## src/rtl/mdu_pkg.sv

```systemverilog
// Shared types for the HI/LO divide unit: decode op codes, sequencer states and
// the default iteration count.
package mdu_pkg;

    typedef enum logic [1:0] {
        OP_DIVU = 2'd0,
        OP_DIV  = 2'd1,
        OP_MTHI = 2'd2,
        OP_MTLO = 2'd3
    } mdu_op_t;

    typedef enum logic [1:0] {
        IDLE  = 2'd0,
        SETUP = 2'd1,
        ITER  = 2'd2,
        FIXUP = 2'd3
    } div_state_t;

    localparam int DIV_CYCLES = 32;

endpackage

```

## src/rtl/div_iter_core.sv

```systemverilog
// Unsigned restoring divider, one quotient bit per clock, terminated by a down-counter.
// The start edge performs the first step, so WIDTH-1 further steps remain afterwards.
module div_iter_core #(
    parameter int WIDTH = 32
) (
    input  logic             clk,
    input  logic             reset_n,
    input  logic             start,
    input  logic [WIDTH-1:0] dividend,
    input  logic [WIDTH-1:0] divisor,
    output logic [WIDTH-1:0] quot,
    output logic [WIDTH-1:0] rem,
    output logic             done
);

    localparam int CNT_W = $clog2(WIDTH + 1);

    logic [CNT_W-1:0] cnt;
    logic [WIDTH-1:0] quot_q, rem_q, dsr_q;
    logic [WIDTH-1:0] src_quot, src_rem, src_dsr;
    logic [WIDTH:0]   shifted, diff;
    logic [WIDTH-1:0] nxt_quot, nxt_rem;

    // The partial remainder is shifted into WIDTH+1 bits; the difference MSB is its sign.
    always_comb begin
        src_quot = start ? dividend : quot_q;
        src_rem  = start ? '0 : rem_q;
        src_dsr  = start ? divisor : dsr_q;
        shifted  = {src_rem, src_quot[WIDTH-1]};
        diff     = shifted - {1'b0, src_dsr};
        nxt_quot = {src_quot[WIDTH-2:0], ~diff[WIDTH]};
        nxt_rem  = diff[WIDTH] ? shifted[WIDTH-1:0] : diff[WIDTH-1:0];
    end

    always_ff @(posedge clk or negedge reset_n) begin
        if (!reset_n) begin
            cnt <= '0;
        end else if (start) begin
            cnt <= CNT_W'(WIDTH - 1);
        end else if (cnt != '0) begin
            cnt <= cnt - 1'b1;
        end
    end

    always_ff @(posedge clk) begin
        if (start || (cnt != '0)) begin
            quot_q <= nxt_quot;
            rem_q  <= nxt_rem;
        end
        if (start) begin
            dsr_q <= divisor;
        end
    end

    assign quot = quot_q;
    assign rem  = rem_q;
    assign done = (cnt == '0);

endmodule

```

## src/rtl/divu_seq_ctrl.sv

```systemverilog
// HI/LO divide sequencer: accepts DIV/DIVU/MTHI/MTLO, runs the iterative core,
// applies the signed fix-up, owns HI/LO and stalls decode while a divide is in flight.
module divu_seq_ctrl
    import mdu_pkg::*;
#(
    parameter int WIDTH = DIV_CYCLES
) (
    input  logic             clk,
    input  logic             reset_n,
    input  logic             op_valid,
    input  logic [1:0]       op_code,
    input  logic [WIDTH-1:0] rs_val,
    input  logic [WIDTH-1:0] rt_val,
    input  logic             mf_req,
    input  logic             flush,
    output logic [WIDTH-1:0] hi,
    output logic [WIDTH-1:0] lo,
    output logic             busy,
    output logic             stall,
    output logic             div_zero
);

    div_state_t state, state_nxt;
    mdu_op_t    op;

    logic signed [WIDTH-1:0] rs_q, rt_q;
    logic                    signed_q;
    logic                    rs_neg, rt_neg, rt_zero;
    logic                    accept, is_div;
    logic                    core_start, core_done;
    logic [WIDTH-1:0]        core_dividend, core_divisor, core_quot, core_rem;

    function automatic logic [WIDTH-1:0] cond_neg(input logic [WIDTH-1:0] v, input logic neg);
        return neg ? (~v + 1'b1) : v;
    endfunction

    assign op      = mdu_op_t'(op_code);
    assign is_div  = (op == OP_DIVU) || (op == OP_DIV);
    assign accept  = op_valid && !flush && (state == IDLE);
    assign rs_neg  = signed_q && rs_q[WIDTH-1];
    assign rt_neg  = signed_q && rt_q[WIDTH-1];
    assign rt_zero = (rt_q == '0);

    assign core_dividend = cond_neg(rs_q, rs_neg);
    assign core_divisor  = cond_neg(rt_q, rt_neg);

    always_ff @(posedge clk or negedge reset_n) begin
        if (!reset_n) begin
            state <= IDLE;
        end else begin
            state <= state_nxt;
        end
    end

    always_comb begin
        state_nxt  = state;
        core_start = 1'b0;
        case (state)
            IDLE:    if (accept && is_div) state_nxt = SETUP;
            SETUP: begin
                core_start = 1'b1;
                state_nxt  = ITER;
            end
            ITER:    if (core_done) state_nxt = FIXUP;
            FIXUP:   state_nxt = IDLE;
            default: state_nxt = IDLE;
        endcase
        if (flush) state_nxt = IDLE;
    end

    assign busy     = (state != IDLE);
    assign stall    = busy && (op_valid || mf_req);
    assign div_zero = (state == FIXUP) && rt_zero && !flush;

    always_ff @(posedge clk) begin
        if (accept && is_div) begin
            rs_q     <= rs_val;
            rt_q     <= rt_val;
            signed_q <= (op == OP_DIV);
        end
    end

    // HI/LO change only on the FIXUP edge or an idle MTHI/MTLO.
    always_ff @(posedge clk or negedge reset_n) begin
        if (!reset_n) begin
            hi <= '0;
            lo <= '0;
        end else if ((state == FIXUP) && !flush) begin
            lo <= cond_neg(core_quot, rs_neg ^ rt_neg);
            hi <= cond_neg(core_rem, rs_neg);
        end else if (accept && (op == OP_MTHI)) begin
            hi <= rs_val;
        end else if (accept && (op == OP_MTLO)) begin
            lo <= rs_val;
        end
    end

    div_iter_core #(
        .WIDTH(WIDTH)
    ) u_core (
        .clk     (clk),
        .reset_n (reset_n),
        .start   (core_start),
        .dividend(core_dividend),
        .divisor (core_divisor),
        .quot    (core_quot),
        .rem     (core_rem),
        .done    (core_done)
    );

endmodule

```

## config.mk

```make
export PLATFORM = sky130hd
export DESIGN_NAME = divu_seq_ctrl
export DESIGN_NICKNAME = d
export VERILOG_FILES = /design/src/rtl/mdu_pkg.sv /design/src/rtl/div_iter_core.sv /design/src/rtl/divu_seq_ctrl.sv
export SDC_FILE = /design/constraint.sdc
export NUM_CORES = 1
export LEC_CHECK = 0
export CAP_MARGIN = 20
export CELL_PAD_IN_SITES_DETAIL_PLACEMENT = 1
export CELL_PAD_IN_SITES_GLOBAL_PLACEMENT = 1
export CORE_ASPECT_RATIO = 1.4
export CORE_UTILIZATION = 45
export CTS_CLUSTER_SIZE = 40
export DETAILED_ROUTE_END_ITERATION = 16
export GPL_ROUTABILITY_DRIVEN = 0
export GPL_TIMING_DRIVEN = 1
export PLACE_DENSITY = 0.9
export SLEW_MARGIN = 10
export SYNTH_ARGS = -nofsm -noshare
export SYNTH_HDL_FRONTEND = slang
export SYNTH_SLANG_ARGS = --single-unit
```

## constraint.sdc

```tcl
create_clock -name clk -period 6.39 [get_ports clk]
set_clock_uncertainty 0.2 [all_clocks]
set_input_delay 1.278 -clock clk [delete_from_list [all_inputs] [get_ports clk]]
set_output_delay 1.278 -clock clk [all_outputs]
set_load 0.01 [all_outputs]
```

### Word level (Yosys, flattened, before mapping)

Cells that the tools add are included.

| word-level totals | value |
|---|---|
| flip-flop bits (word level) | 233 |
| input bits | 71 |
| output and inout bits | 67 |

| cells by class | value |
|---|---|
| add/sub/neg operators | 6 |
| eq/ne operators | 9 |
| muxes and demuxes | 20 |
| bitwise logic cells | 6 |
| reductions and logical operators | 26 |

Operators by type and width:

| kind | number |
|---|---|
| 2-to-1 mux 32 bit | 13 |
| adder 32 x 1 -> 32 bit, second input constant | 4 |
| NOT 32 bit | 4 |
| subtractor 33 x 32 -> 33 bit | 1 |
| zero test 32 bit | 1 |
| 2-to-1 mux 6 bit | 2 |
| logical AND 1 bit | 11 |
| == test 2 bit, second input constant | 4 |
| case mux 2 bit (4 select lines) | 1 |
| nonzero test 2 bit | 4 |
| zero test 6 bit | 1 |
| 2-to-1 mux 2 bit | 3 |
| nonzero test 6 bit | 1 |
| subtractor 6 x 1 -> 6 bit, second input constant | 1 |
| == test 2 x 1 -> 1 bit, second input constant | 2 |
| zero test 2 bit | 2 |
| AND reduction 2 bit | 2 |
| logical OR 1 bit | 3 |
| inequality test 3 x 2 -> 1 bit, second input constant | 1 |
| inequality test 3 bit, second input constant | 1 |
| inequality test 2 bit, second input constant | 1 |
| zero test 1 bit | 1 |
| 2-to-1 mux 1 bit | 1 |
| NOT 1 bit | 1 |
| XOR 1 bit | 1 |

### Logic depth before layout (Yosys ltp)

Gate-level depths: netlist of the first run.

| depth | value |
|---|---|
| depth after elaboration | 7 |
| gate-level depth with buffers | 23 |
| gate-level depth less buffers | 22 |

### By module

Synthesis of the first run repeated with hierarchy kept, for this count alone.

| unflattened totals | value |
|---|---|
| cells, all modules | 1325 |
| area total of the unflattened synthesis | 14054.7 µm² |

Modules (own cells, without submodules):

| module | instances | cells each | area an instance (µm²) |
|---|---|---|---|
| divu_seq_ctrl | 1 | 802 | 7971.4 |
| div_iter_core | 1 | 523 | 6083.3 |

### Worst setup path after synthesis of the first run

OpenSTA, ideal clock, no wires.

| timing | value |
|---|---|
| kind | register to register |
| start | register state[1] |
| end | register u_core.rem_q[10] (netlist: u_core.rem[10]), data pin |
| setup time | 0.260 ns |
| data arrival time | 5.133 ns |
| slack | 0.796 ns |
| cell stages (with the launch flop) | 21 |
| period minus slack after synthesis | 5.594 ns |
| cell sequence | dfrtp_1 -> inv_1 -> ha_1 -> clkbuf_1 -> clkbuf_1 -> clkbuf_1 -> clkbuf_1 -> nor2_1 -> a21o_1 -> ha_1 -> a21oi_1 -> o221ai_1 -> a2111o_1 -> o21ai_1 -> o31a_1 -> o21ai_1 -> a221oi_4 -> mux2_4 -> nand4_4 -> buf_6 -> mux2_4 |

| on the way | value |
|---|---|
| cells in the longest elaborated chain, start to end | 5 |

Ends and longest elaborated chain:

| element | RTL line | source |
|---|---|---|
| start: declaration | divu_seq_ctrl.sv:23 | `div_state_t state, state_nxt;` |
| start signal: assignment | divu_seq_ctrl.sv:51 | `state <= state_nxt;` |
| == test 2 x 1 -> 1 bit * | divu_seq_ctrl.sv:58 | `case (state)` |
| 2-to-1 mux 1 bit * | divu_seq_ctrl.sv:58 |  |
| 2-to-1 mux 32 bit, on equally long branches | -- |  |
| subtractor 33 x 32 -> 33 bit | div_iter_core.sv:30 | `diff = shifted - {1'b0, src_dsr};` |
| 2-to-1 mux 32 bit * | div_iter_core.sv:32 | `nxt_rem = diff[WIDTH] ? shifted[WIDTH-1:0] : diff[WIDTH-1:0];` |
| net u_core.nxt_rem[10] | div_iter_core.sv:22 | `logic [WIDTH-1:0] nxt_quot, nxt_rem;` |
| end signal: assignment | div_iter_core.sv:48 | `rem_q <= nxt_rem;` |
| end: declaration | div_iter_core.sv:19 | `logic [WIDTH-1:0] quot_q, rem_q, dsr_q;` |

Mark *: on every way through the listed nets, which the timed path passes. The rest lies on a longest branch.
A chain may end at the register's enable or synchronous reset.

### Worst setup path in the final report of the first run

| timing | value |
|---|---|
| start | register rs_q[6] |
| end | register u_core.rem_q[2] (netlist: u_core.rem[2]), data pin |

| on the way | value |
|---|---|
| cells in the longest elaborated chain, start to end | 6 |

Ends and longest elaborated chain:

| element | RTL line | source |
|---|---|---|
| start: declaration | divu_seq_ctrl.sv:26 | `logic signed [WIDTH-1:0] rs_q, rt_q;` |
| start signal: assignment | divu_seq_ctrl.sv:77 | `rs_q <= rs_val;` |
| NOT 32 bit | divu_seq_ctrl.sv:34 | `return neg ? (~v + 1'b1) : v;` |
| adder 32 x 1 -> 32 bit | divu_seq_ctrl.sv:34 |  |
| 2-to-1 mux 32 bit | divu_seq_ctrl.sv:34 |  |
| 2-to-1 mux 32 bit | div_iter_core.sv:26 | `src_quot = start ? dividend : quot_q;` |
| subtractor 33 x 32 -> 33 bit | div_iter_core.sv:30 |  |
| 2-to-1 mux 32 bit | div_iter_core.sv:32 |  |
| net u_core.nxt_rem[2] | div_iter_core.sv:22 |  |

The timed path passes the listed nets, and every way through them passes these cells.

==> results.sh, run 1 <==
export IMPL_outcome="finished clean"
export IMPL_placedCellCount=1884
export IMPL_final_cells=1929
export IMPL_clkPwrFrac=0.157
export IMPL_cts_htree_levels=1
export IMPL_clk_pin_slew_ps=60
export IMPL_yosysUniqueCellTypes=70
export IMPL_firstDrtPassIters=5
export IMPL_insertion_delay_ps=540
export IMPL_cp_required_ps=6480
export IMPL_p_sw_frac=0.398
export IMPL_worst_path_largest_cell_delay_ps=480
export IMPL_routed_wl_mm=42.3
export IMPL_synth_area_leaders="edfxtp_1, dfrtp_1, a21oi_1"
export IMPL_synth_net_count=1516
export IMPL_grt_overflow=0
export IMPL_place_hpwl_mm=29.3
export IMPL_rows=75
export IMPL_synthAdderAreaFrac=0.0374
export IMPL_antenna_left=0
export IMPL_antenna_found_initial=0
export IMPL_drc=0
export IMPL_synth_top_family_by_area="simple AND/OR/NAND/NOR gates"
export IMPL_path_class="reg -> reg"
export IMPL_synth_top_area_frac=0.280
export IMPL_diodes=0
export IMPL_max_freq_mhz=165
export IMPL_ioPinCount=138
export IMPL_vias=11400
export IMPL_final_period_minus_worst_setup_slack_ps=6070
export IMPL_total_power_mw=9.80
export IMPL_end_kind="register"
export IMPL_power_density_nw_per_um2=592
export IMPL_port_buffers=137
export IMPL_yosys_area_share_simple=0.149
export IMPL_async_flop_share=0.309
export IMPL_clock_sinks=233
export IMPL_grt_max_degree=92
export IMPL_cts_max_path_buffers=3
export IMPL_seq_area_frac_synth=0.456
export IMPL_numCtsBuffers=24
export IMPL_synth_xor_area_frac=0.0949
export IMPL_p_sw_mw=3.90
export IMPL_pre_cts_ws_ps=-25.0
export IMPL_hp_class="reg -> reg"
export IMPL_arrival_ps=6160
export IMPL_crit_path_cell_trace="or3_1, nor4_4, and3_1, nand3b_1, nor4_4, nand2_1, o31ai_1, and3_1, a21oi_1, ha_1, inv_1, fa_1, a211oi_1, o21bai_1, o21a_1, o21ai_1, o31a_1, o21ai_1, a221oi_4, mux2_4, nand4_4, buf_12, mux2_2"
export IMPL_crit_fanout=20
export IMPL_avgViaCountPerCell=5.91
export IMPL_layout_common_cells="nor2_1, a21oi_1, clkdlybuf4s50_1"
export IMPL_synth_edf_count=129
export IMPL_avgRoutedWirePerCell_um=21.9
export IMPL_startpoint_type="register"
export IMPL_syn_avg_cell_area_um2=9.86
export IMPL_synth_largest_area_cell="edfxtp_1"
export IMPL_drive_gt1_frac=0.0751
export IMPL_final_common_cell="nor2_1"
export IMPL_dieArea_um2=31500
export IMPL_coreArea_um2=30100
export IMPL_vdd_drop_max_mv=0.335
export IMPL_hold_viol=0
export IMPL_fin_area_um2=16500
export IMPL_nNetsFinal=1637
export IMPL_final_setup_worst_slack_ps=319
export IMPL_syn_area_um2=13900
export IMPL_syn_to_final_growth_pct=19.4
export IMPL_post_route_period_util=0.950
export IMPL_seqPwrFrac=0.296
export IMPL_rsz0062_at_grt="false"
export IMPL_setup_viol=0
export IMPL_tightest_slew_ps=1090
export IMPL_synthMuxAreaShare=0.0817
export IMPL_postPlaceCellArea_um2=15600
export IMPL_cts_tree="yes"
export IMPL_grt_pass1_vias=12500
export IMPL_netlist_instances=1405
export IMPL_synth_compound_area_share=0.145
export IMPL_start_util=0.460
export IMPL_grt_usage=0.267
export IMPL_synth_main_ff_cell="edfxtp_1"
export IMPL_die_w_um=150
export IMPL_slowest_stage="or3_1"
export IMPL_die_h_um=210
export IMPL_relSlewSlack=0.271
export IMPL_drt_initial_drc_count=578
export IMPL_grt_pass1_wl_mm=65.4
export IMPL_p_leak_nw=6.68
export IMPL_yosys_warnings=0
export IMPL_cap_violations=0
export IMPL_ys_seq_elements=233
export IMPL_finalMaxSlewViolations=0
export IMPL_internal_power_mw=5.90
export IMPL_power_frac_comb=0.547
export IMPL_root_buffer="clkbuf_16"
==> power by group through the flow <==
| stage | clock network (mW) | registers (mW) | logic [mW] |
|---|---|---|---|
| finish | 1.54 | 2.90 | 5.36 |
| global route | 1.61 | 2.96 | 5.74 |
| CTS | 1.55 | 2.89 | 5.25 |
| detailed placement | 0 | 2.88 | 5.12 |
| global placement | 0 | 2.84 | 4.84 |
| floorplan | 0 | 2.82 | 3.64 |
==> metrics by stage <==
stage | hold slack [ps] | util | TNS [ps]
after global placement | 236 | 0.519 | 0
after CTS | 255 | 0.548 | 0
after global routing | 301 | 0.549 | 0
after detailed placement | 243 | 0.519 | -47.7
after floorplan | 227 | - | 0
final | 252 | 0.549 | 0
==> what timing repair did <==
item                                   4_1_cts  5_1_grt
hold buffers                                 0        0
endpoints found under the hold margin        0        0
setup buffers                                0        0
setup endpoints to repair                   28       31
cloned                                       0        0
gates resized for setup                      1        3
==> worst max-delay path, delay by kind of cell, from the launching register on <==
| kind | cells | cell delay, ps |
|---|---|---|
| AOI/OAI and AO/OA | 9 | 1860 |
| and+or+nand+nor | 8 | 1840 |
| muxes | 2 | 710 |
| adders and majority gates | 2 | 470 |
| DFF | 1 | 460 |
| buffers and inverters | 2 | 280 |
==> metal layers <==
| layer | share of wire | up-vias | track usage | wire, um |
|---|---|---|---|---|
| li1 | - | 5249 | - | - |
| met1 | 0.38 | 5661 | 0.289 | 15900 |
| met2 | 0.53 | 350 | 0.488 | 22300 |
| met3 | 0.043 | 137 | 0.0361 | 1820 |
| met4 | 0.054 | 0 | 0.159 | 2300 |
| met5 | 0 | - | 0 | 0 |
==> registers in the layout, summed over array words and instances (netlist names) <==
name,cells
u_core.cnt,6
rt_q,32
u_core.quot,32
u_core.rem,32
lo,32
rs_q,32
hi,32
signed_q,1
u_core.dsr_q,32
state,2
==> cell usage after synthesis, types with 39 or more instances <==
cell type,count
xor2_1,60
clkbuf_1,50
ha_1,39
o21ai_0,49
edfxtp_1,129
xnor2_1,90
inv_1,58
a21oi_1,161
mux2i_1,65
dfrtp_1,72
nand2_1,57
nor2_1,196
==> cells by family after synthesis <==
group                    Yosys count
AND/OR/NAND/NOR                  427
AO/OA/AOI/OAI                    332
flip-flops                       233
XOR/XNOR                         150
buffers and inverters            123
multiplexers                      99
adder cells (fa/ha/maj)           41
==> final timing paths <==
path / slack (ps) / endpoint / start / cells past startpoint
min in group asynchronous: 680 / u_core.cnt[5]$_DFFE_PN0P_ / reset_n / 1
worst min register to register: 250 / u_core.dsr_q[31]$_DFF_P_ / u_core.dsr_q[31]$_DFF_P_ / 2
max in group asynchronous: 4610 / hi[16]$_DFFE_PN0P_ / reset_n / 1
worst max-delay path: 320 / u_core.rem[2]$_DFFE_PP_ / rs_q[6]$_DFFE_PP_ / 23
worst min-delay path: 250 / u_core.dsr_q[31]$_DFF_P_ / u_core.dsr_q[31]$_DFF_P_ / 2
worst max register to register: 320 / u_core.rem[2]$_DFFE_PP_ / rs_q[6]$_DFFE_PP_ / 23
==> final cells by class <==
cell class / instances / area, um2
clock buffer: 37 / 712
clock inverter: 7 / 134
fill: 3300 / 13600
inverter: 58 / 218
multi-input combinational: 1049 / 7110
sequential: 233 / 6320
tap: 385 / 482
timing repair buffer: 160 / 1570
Note: power is estimated with default switching activity, not from simulation.
==> run 2, diff against run 1 <==
--- a/config.mk
+++ b/config.mk
@@ -9,6 +9,7 @@
 export CELL_PAD_IN_SITES_DETAIL_PLACEMENT = 1
 export CELL_PAD_IN_SITES_GLOBAL_PLACEMENT = 1
 export CORE_ASPECT_RATIO = 1.4
+export CORE_MARGIN = 2
 export CORE_UTILIZATION = 45
 export CTS_CLUSTER_SIZE = 40
 export DETAILED_ROUTE_END_ITERATION = 16
==> results.sh, run 2 (same netlist as run 1, synthesis figures left out) <==
export IMPL_numCtsBuffers=25
export IMPL_rrSetupSlack_ps=140
export IMPL_port_buffers=137
export IMPL_cts_tree="yes"
export IMPL_worst_path_largest_cell_delay_ps=470
export IMPL_finalSetupTns_ps=0
export IMPL_avgViaCountPerCell=5.79
export IMPL_start_util=0.454
export IMPL_final_period_minus_worst_setup_slack_ps=6250
export IMPL_hp_class="reg -> reg"
export IMPL_grt_pass1_vias=12500
export IMPL_routed_wl_mm=40.9
export IMPL_post_route_period_util=0.978
export IMPL_coreArea_um2=30500
export IMPL_arrival_ps=6340
export IMPL_firstDrtPassIters=5
export IMPL_clk_pin_slew_ps=70
export IMPL_hold_path_startpoint="u_core.dsr_q[31]$_DFF_P_"
export IMPL_die_w_um=152
export IMPL_grt_pass1_wl_mm=65.0
export IMPL_cts_htree_levels=1
export IMPL_cts_max_path_buffers=3
export IMPL_layout_common_cells="nor2_1, a21oi_1, clkdlybuf4s50_1"
export IMPL_avgRoutedWirePerCell_um=21.2
export IMPL_hold_viol=0
export IMPL_antenna_left=0
export IMPL_crit_path_cell_trace="or3_1, nor4_2, and3_1, nand3b_1, nor4_2, nand2_1, o31ai_1, and3_1, a21oi_1, ha_1, inv_1, fa_1, a211oi_1, o21bai_1, o21a_1, o21ai_1, o31a_1, o21ai_1, a221oi_4, mux2_4, nand4_4, buf_12, mux2_2"
export IMPL_final_setup_worst_slack_ps=144
export IMPL_rows=76
export IMPL_diodes=0
export IMPL_outcome="finished clean"
export IMPL_pre_cts_ws_ps=230
export IMPL_max_freq_mhz=160
export IMPL_clock_sinks=233
export IMPL_nNetsFinal=1638
export IMPL_r2r_end="u_core.rem[1]$_DFFE_PP_"
export IMPL_grt_overflow=0
export IMPL_place_hpwl_mm=30.0
export IMPL_setup_viol=0
export IMPL_drive_gt1_frac=0.0770
export IMPL_grt_usage=0.250
export IMPL_hold_end="u_core.dsr_q[31]$_DFF_P_"
export IMPL_end_kind="register"
export IMPL_drt_initial_drc_count=576
export IMPL_die_h_um=212
export IMPL_tightest_slew_ps=989
export IMPL_root_buffer="clkbuf_16"
export IMPL_vias=11200
export IMPL_relSlewSlack=0.341
export IMPL_drc=0
export IMPL_hold_buffers=0
export IMPL_vdd_drop_max_mv=0.404
export IMPL_antenna_found_initial=1
export IMPL_dieArea_um2=32200
export IMPL_cts_resized=0
export IMPL_crit_fanout=33
export IMPL_finalMaxSlewViolations=0
export IMPL_startpoint_type="register"
export IMPL_power_density_nw_per_um2=579
export IMPL_cp_required_ps=6480
export IMPL_fill_cells=3336
export IMPL_post_cts_setup_buffers=0
export IMPL_path_class="reg -> reg"
export IMPL_min_path_cells=2
export IMPL_syn_to_final_growth_pct=19.4
export IMPL_insertion_delay_ps=540
export IMPL_final_common_cell="nor2_1"
export IMPL_grt_max_degree=73
export IMPL_rr_startpoint="rs_q[6]$_DFFE_PP_"
export IMPL_slowest_stage="or3_1"
export IMPL_r2r_cells=23
export IMPL_ioPinCount=138
export IMPL_p_leak_nw=6.68
export IMPL_cap_violations=0
[run 2: changes by cell type in the layout (fill, tap and decap cells not counted), sizes merged]
cell / change
clkinv: +3
clkbuf: -2
bufinv: -1
inv: +1
[run 2: final cells by class]
cell class              count  area, um2  share of cell area
repair buffers            160       1570              0.0952
well taps                 390        488              0.0295
clock buffers              35        703              0.0425
multi-input cells        1049       7110               0.430
flip-flops and latches    233       6320               0.382
clock inverters            10        121             0.00734
inverters                  58        218              0.0132
[run 2: power by group]
group / internal [mW] / total (mW) / switching [mW]
Clock: 0.884 / 1.49 / 0.602
Sequential: 2.37 / 2.89 / 0.514
Combinational: 2.55 / 5.19 / 2.64
[run 2: how the worst max path moves through the flow]
stage / from / slack, ps / cells after the start / endpoint
floorplan: state[1]$_DFFE_PN0P_ / 800 / 20 / u_core.rem[10]$_DFFE_PP_
global placement: rt_q[3]$_DFFE_PP_ / 490 / 17 / u_core.rem[2]$_DFFE_PP_
detailed placement: rs_q[6]$_DFFE_PP_ / 230 / 23 / u_core.rem[1]$_DFFE_PP_
CTS: rs_q[6]$_DFFE_PP_ / 170 / 23 / u_core.rem[31]$_DFFE_PP_
global route: rs_q[6]$_DFFE_PP_ / -140 / 23 / u_core.rem[31]$_DFFE_PP_
finish: rs_q[6]$_DFFE_PP_ / 140 / 23 / u_core.rem[1]$_DFFE_PP_
[run 2: worst max-delay path: cells and delay by family (launching register included)]
| family | cells | cell delay, ps |
|---|---|---|
| buffers and inverters | 2 | 320 |
| AND/OR/NAND/NOR | 8 | 1910 |
| AO/OA/AOI/OAI | 9 | 1940 |
| adder cells (fa/ha/maj) | 2 | 440 |
| multiplexers | 2 | 720 |
| flip-flops | 1 | 460 |
[run 2: per-layer routing]
metal  GRT usage  wire, um  share of wire
met2       0.478     21900           0.54
met3      0.0323      1910          0.047
met4       0.126      1970          0.048
met5           0         0              0
met1       0.269     15100           0.37
[run 2: through the flow]
stage | cells | hold slack, ps | instance area, um2 | utilization | power (mW)
global placement | 1888 | 238 | 15600 | 0.513 | 7.65
global route | 1935 | 299 | 16500 | 0.542 | 10.1
detailed placement | 1888 | 256 | 15600 | 0.513 | 7.98
CTS | 1933 | 266 | 16500 | 0.540 | 9.55
finish | 1935 | 258 | 16500 | 0.542 | 9.57
floorplan | 1405 | 227 | 13900 | - | 6.46
